--- config.mk ---
export PLATFORM = sky130hd
export DESIGN_NAME = wide_add_seq
export DESIGN_NICKNAME = d
export VERILOG_FILES = /design/src/rtl/wide_add_pkg.sv /design/src/rtl/a1csa32bits.sv /design/src/rtl/wide_add_seq.sv
export SDC_FILE = /design/constraint.sdc
export NUM_CORES = 1
export LEC_CHECK = 0
export CORE_MARGIN = 1.5
export CORE_UTILIZATION = 25
export CTS_CLUSTER_DIAMETER = 80
export CTS_CLUSTER_SIZE = 8
export DETAILED_ROUTE_END_ITERATION = 8
export REMOVE_ABC_BUFFERS = 1
export SLEW_MARGIN = 30
export SYNTH_ARGS = -nofsm -noshare
export SYNTH_HDL_FRONTEND = slang
export SYNTH_SLANG_ARGS = --single-unit
--- constraint.sdc ---
create_clock -name clk -period 6.1 [get_ports clk]
set_input_delay 1.22 -clock clk [delete_from_list [all_inputs] [get_ports clk]]
set_output_delay 1.22 -clock clk [all_outputs]
set_load 0.01 [all_outputs]
--- src/rtl/wide_add_pkg.sv ---
//------------------------------------------------------------------------------
// Module  : wide_add_pkg
// Brief   : Shared constants, FSM state type and slice-count helper for the
//           sequential wide adder.
// Rev     : 1.0 - initial release
//------------------------------------------------------------------------------
`default_nettype none

package wide_add_pkg;

    localparam int SLICE_W = 32;

    typedef enum logic [1:0] {
        IDLE = 2'd0,
        RUN  = 2'd1,
        DONE = 2'd2
    } state_t;

    function automatic int slice_count(input int width);
        return width / SLICE_W;
    endfunction

endpackage

`default_nettype wire

--- src/rtl/a1csa32bits.sv ---
//------------------------------------------------------------------------------
// Module  : a1csa32bits
// Brief   : 32-bit add-one carry-select adder core (four 8-bit blocks, each
//           selecting between sum and sum+1 on its incoming carry).
// Rev     : 1.0 - initial release
//------------------------------------------------------------------------------
`default_nettype none

module a1csa32bits (
    input  logic [31:0] a_i,
    input  logic [31:0] b_i,
    input  logic        cin_i,
    output logic [31:0] s_o,
    output logic        cout_o
);

    localparam int C_BLK_W = 8;
    localparam int C_NBLK  = 32 / C_BLK_W;

    logic [C_NBLK:0] w_c;

    assign w_c[0] = cin_i;

    for (genvar g = 0; g < C_NBLK; g++) begin : g_blk
        logic [C_BLK_W:0] w_sum0;
        logic [C_BLK_W:0] w_sum1;

        assign w_sum0 = {1'b0, a_i[g*C_BLK_W +: C_BLK_W]} + {1'b0, b_i[g*C_BLK_W +: C_BLK_W]};
        assign w_sum1 = w_sum0 + {{C_BLK_W{1'b0}}, 1'b1};
        assign s_o[g*C_BLK_W +: C_BLK_W] = w_c[g] ? w_sum1[C_BLK_W-1:0] : w_sum0[C_BLK_W-1:0];
        assign w_c[g+1] = w_c[g] ? w_sum1[C_BLK_W] : w_sum0[C_BLK_W];
    end

    assign cout_o = w_c[C_NBLK];

endmodule

`default_nettype wire

--- src/rtl/wide_add_seq.sv ---
//------------------------------------------------------------------------------
// Module  : wide_add_seq
// Brief   : W-bit adder that streams 32-bit slices LSB-first through one
//           a1csa32bits core. Optional macro WIDE_ADD_SEQ_OVF_EN adds ovf.
// Rev     : 1.0 - initial release
//------------------------------------------------------------------------------
`default_nettype none

module wide_add_seq
    import wide_add_pkg::*;
#(
    parameter int W = 128
) (
    input  logic         clk,
    input  logic         rst,
    input  logic         in_valid,
    output logic         in_ready,
    input  logic [W-1:0] a,
    input  logic [W-1:0] b,
    input  logic         cin,
    output logic         out_valid,
    input  logic         out_ready,
    output logic [W-1:0] s,
    output logic         cout,
    output logic         busy
`ifdef WIDE_ADD_SEQ_OVF_EN
    ,
    output logic         ovf
`endif
);

    localparam int S    = slice_count(W);
    localparam int IDXW = (S > 1) ? $clog2(S) : 1;

    state_t            state_q, state_d;
    logic [W-1:0]      a_q, b_q, s_q;
    logic [IDXW-1:0]   idx_q;
    logic              carry_q, cout_q, out_valid_q;
    logic [SLICE_W-1:0] w_a_slice, w_b_slice, w_core_s;
    logic              w_core_cout;
    logic              w_last, w_accept;

    assign w_last   = (idx_q == IDXW'(S - 1));
    assign w_accept = in_valid & in_ready;

    // State register
    always_ff @(posedge clk) begin
        if (rst) state_q <= IDLE;
        else     state_q <= state_d;
    end

    // Next-state logic
    always_comb begin
        state_d = state_q;
        case (state_q)
            IDLE:    if (in_valid) state_d = RUN;
            RUN:     if (w_last) state_d = DONE;
            DONE:    if (out_ready) state_d = in_valid ? RUN : IDLE;
            default: state_d = IDLE;
        endcase
    end

    // Output logic; DONE hands in_ready over to the consumer for back-to-back use
    always_comb begin
        in_ready = 1'b0;
        busy     = 1'b0;
        case (state_q)
            IDLE:    in_ready = 1'b1;
            RUN:     busy     = 1'b1;
            DONE:    in_ready = out_ready;
            default: in_ready = 1'b0;
        endcase
    end

    always_comb begin
        w_a_slice = '0;
        w_b_slice = '0;
        for (int k = 0; k < S; k++) begin
            if (idx_q == IDXW'(k)) begin
                w_a_slice = a_q[k*SLICE_W +: SLICE_W];
                w_b_slice = b_q[k*SLICE_W +: SLICE_W];
            end
        end
    end

    a1csa32bits u_core (
        .a_i    (w_a_slice),
        .b_i    (w_b_slice),
        .cin_i  (carry_q),
        .s_o    (w_core_s),
        .cout_o (w_core_cout)
    );

`ifdef WIDE_ADD_SEQ_OVF_EN
    logic ovf_q;
`endif

    always_ff @(posedge clk) begin
        if (rst) begin
            a_q         <= '0;
            b_q         <= '0;
            s_q         <= '0;
            idx_q       <= '0;
            carry_q     <= 1'b0;
            cout_q      <= 1'b0;
            out_valid_q <= 1'b0;
`ifdef WIDE_ADD_SEQ_OVF_EN
            ovf_q       <= 1'b0;
`endif
        end else begin
            if (w_accept) begin
                a_q     <= a;
                b_q     <= b;
                carry_q <= cin;
                idx_q   <= '0;
            end
            if (state_q == RUN) begin
                for (int k = 0; k < S; k++) begin
                    if (idx_q == IDXW'(k)) s_q[k*SLICE_W +: SLICE_W] <= w_core_s;
                end
                carry_q <= w_core_cout;
                if (w_last) begin
                    cout_q      <= w_core_cout;
                    out_valid_q <= 1'b1;
`ifdef WIDE_ADD_SEQ_OVF_EN
                    ovf_q <= (a_q[W-1] == b_q[W-1]) & (w_core_s[SLICE_W-1] != a_q[W-1]);
`endif
                end else begin
                    idx_q <= idx_q + IDXW'(1);
                end
            end
            if (state_q == DONE && out_ready) out_valid_q <= 1'b0;
        end
    end

    assign s         = s_q;
    assign cout      = cout_q;
    assign out_valid = out_valid_q;
`ifdef WIDE_ADD_SEQ_OVF_EN
    assign ovf       = ovf_q;
`endif

endmodule

`default_nettype wire
==> out/qor.csv <==
metric,value,unit
finalMaxSlewViolations,0,
peakVddDrop,0.207,mV
gr-usage-all-layers,15.7,%
timing.final.crit_period,5.49,ns
grt_max_degree,185,
crit_arrival,5.95,ns
post_cts_buffers,0,
synth.cell_area,17500,sq um
period_share,90.0,%
start_util,25.4,%
cts.root.buffer_cell,clkbuf_16,
maxCapViolations,0,
ctsHoldBuffers,0,
core,68900,sq um
worst-setup-path-type,flip-flop to flip-flop,
hold_end,a_q[108],
path_max_fanout,34,
io_buffer_count,392,
max_freq,182,MHz
wl_per_cell,16.1,um
syn_area_per_cell,7.38,sq um
vias_per_cell,4.58,
end_kind,flip-flop,
pin_count,393,
die_w,268,um
gp_congestion,0.799,
post-route-drc-count,0,
synth_edf_count,0,
required,6.56,ns
clk_latency,0.59,ns
fin_cells,3616,
postRouteAntennaNets,0,
hp-class,flip-flop to flip-flop,
slew_headroom,33.3,%
syn_inst,2372,
cp_num_buf_inv,3,
fin_area,24000,sq um
place_inst,3544,
dp_hpwl,40500,um
crit_top_cell,a21oi_1,
power_density,285,nW/um^2
grt_overflow_total,0,
synth-seq-cells,391,
cpLargestDelayFamily,compound AO/OA/AOI/OAI gates,
finalHoldViolations,0,
cp_slowest_cell,a21oi_1,
p_leak,8.79,nW
crit_chain,inv_1 > ha_4 > buf_4 > a21oi_1 > nor2_1 > a21oi_1 > o21ai_0 > ha_1 > inv_1 > fa_1 > nand2b_1 > a21oi_1 > a31oi_1 > a21oi_1 > and2_1 > nand3_1 > mux2i_1 > a21o_1 > o21ai_0 > a311oi_1,
tightest_slew,1.00,ns
power.total,0.00685,W
grt_pass1_vias,15548,
synth_warnings,0,
dieArea,71700,sq um
hp-start,a_q[108],
reg2reg_from,idx_q[1],
routed_wl,58300,um
setup_violations,0,
drtIter0Drc,1000,
clock_sink_count,391,
r2r_cells,20,
grt_setup_unrepaired,false,
num-nets-final,2980,
max-clock-path-buffers,3,
core.rowCount,96,
synth_ff_type,dfxtp_1,
slowest_delay,0.53,ns
synthToLayoutAreaGrowth,37.0,%
cts_tree,yes,
die_y,268,um
ys_seq_area_share,44.7,%
cts_resized,0,
ys_types,58,
grt_pass1_wl,88200,um
async_flop_share,0,%
fin_setup_tns,0,ns
setup_ws,0.613,ns
dp_slack,0.421,ns
n_fill_cell,7401,
regToRegEndpoint,s[93],
drive_gt1_share,4.62,%
dr.pass1.iters,5,
worst-r2r-setup-slack,0.61,ns
vias,16569,
holdPathStages,2,
placed_cell_area,22300,sq um
antenna_found_initial,3,
clk_pin_slew,0.05,ns
finClkSkew,0.0247,ns
status,"complete, no violations",
htreeDepth,2,
cp-start-kind,flip-flop,
cts-buffers-inserted,59,
-- how the worst max path moves through the flow --
stage | startpoint | end | slack, ns | cells after the start
finish | idx_q[1] | s[93] | 0.61 | 20
global route | idx_q[0] | s[121] | 0.03 | 20
CTS | idx_q[0] | s[93] | 0.37 | 20
detailed placement | idx_q[0] | s[121] | 0.42 | 20
global placement | idx_q[1] | s[126] | 0.47 | 19
floorplan | idx_q[1] | carry_q | -0.77 | 19
-- cells in the final DEF, fill, tap and decap left out, types with 8 or more instances in the layout --
cell type,instances
nand2_1,657
a21oi_1,412
dfxtp_1,391
clkdlybuf4s50_1,391
nor2_1,283
a211oi_1,115
o21ai_0,72
clkbuf_16,61
ha_1,36
xnor2_1,27
inv_1,25
buf_4,21
nand3_1,16
xor2_1,15
a311oi_1,13
a21o_1,12
nand2b_1,9
mux2i_1,9
buf_12,8
-- report_power, final --
part	leakage, nW	internal [W]	switching, W	total, W
clock network	0.804	0.00184	0.00114	0.00298
registers	3.20	0.00270	0.0000742	0.00277
logic	4.79	0.000472	0.000624	0.00110
-- worst min-delay path: stages (launching register included) --
cell and delay, ns:
dfxtp_1 0.30, nand2_1 0.05, a21oi_1 0.05
-- cell families after synthesis --
group | synth area share, %
AND/OR/NAND/NOR | 23.4
AO/OA/AOI/OAI | 21.4
flip-flops | 44.7
buffers and inverters | 4.44
adder cells (fa/ha/maj) | 3.31
XOR/XNOR | 2.19
multiplexers | 0.600
-- metal layers --
metal / vias up / track usage, % / part of all wire (%)
li1: 8555 / - / -
met1: 7566 / 20.4 / 46
met2: 365 / 25.6 / 46
met3: 79 / 4.14 / 6.4
met4: 4 / 3.76 / 1.9
met5: - / 0 / 0.046
-- registers in the layout (all words and copies together), names as in the netlist --
register / flops
b_q: 128
a_q: 128
s: 128
carry_q: 1
out_valid: 1
cout: 1
idx_q: 2
state_q: 2
-- area by class of cell --
type	instances	area, sq um	share of cell area (%)
multi-input cells	1776	8990	37.5
repair buffers	422	4270	17.8
diodes	1	2.50	0.0104
flip-flops and latches	391	7830	32.6
inverters	25	93.8	0.391
clock buffers	62	1540	6.42
well taps	931	1160	4.85
clock inverters	8	106	0.443
-- metrics by stage --
stage,hold slack (ns),utilization (%)
floorplan,0.431,-
global placement,0.442,32.4
detailed placement,0.447,32.4
CTS,0.453,34.7
global route,0.467,34.8
finish,0.451,34.8
-- synthesized netlist by cell type (2+ instances only) --
cell / n / area (sq um)
inv_1: 25 / 93.8
a211o_1: 2 / 17.5
a311oi_1: 13 / 114
and4b_1: 3 / 30.0
a21o_1: 12 / 90.1
ha_1: 40 / 500
a31oi_1: 5 / 31.3
or2_2: 4 / 25.0
nor3_1: 5 / 25.0
nand3b_1: 3 / 22.5
nand2_1: 658 / 2470
fa_1: 4 / 80.1
xor2_1: 15 / 131
nor2b_1: 3 / 18.8
nor4_1: 2 / 12.5
or3_1: 4 / 25.0
a21boi_0: 2 / 15.0
and2_1: 10 / 62.6
a211oi_1: 115 / 863
nand2b_1: 9 / 56.3
nor2_1: 283 / 1060
clkbuf_1: 164 / 616
o21bai_1: 4 / 30.0
buf_1: 14 / 52.6
o21ai_0: 72 / 360
dfxtp_1: 391 / 7830
or3_4: 2 / 22.5
nor3b_1: 2 / 15.0
mux2i_1: 9 / 90.1
nand3_1: 16 / 80.1
and3_1: 7 / 43.8
o311ai_0: 2 / 17.5
o21a_1: 5 / 37.5
a21oi_1: 412 / 2060
and4_1: 2 / 17.5
xnor2_1: 27 / 236
nand4_1: 4 / 25.0
or3b_2: 2 / 17.5
(Power assumes the default switching activity.)
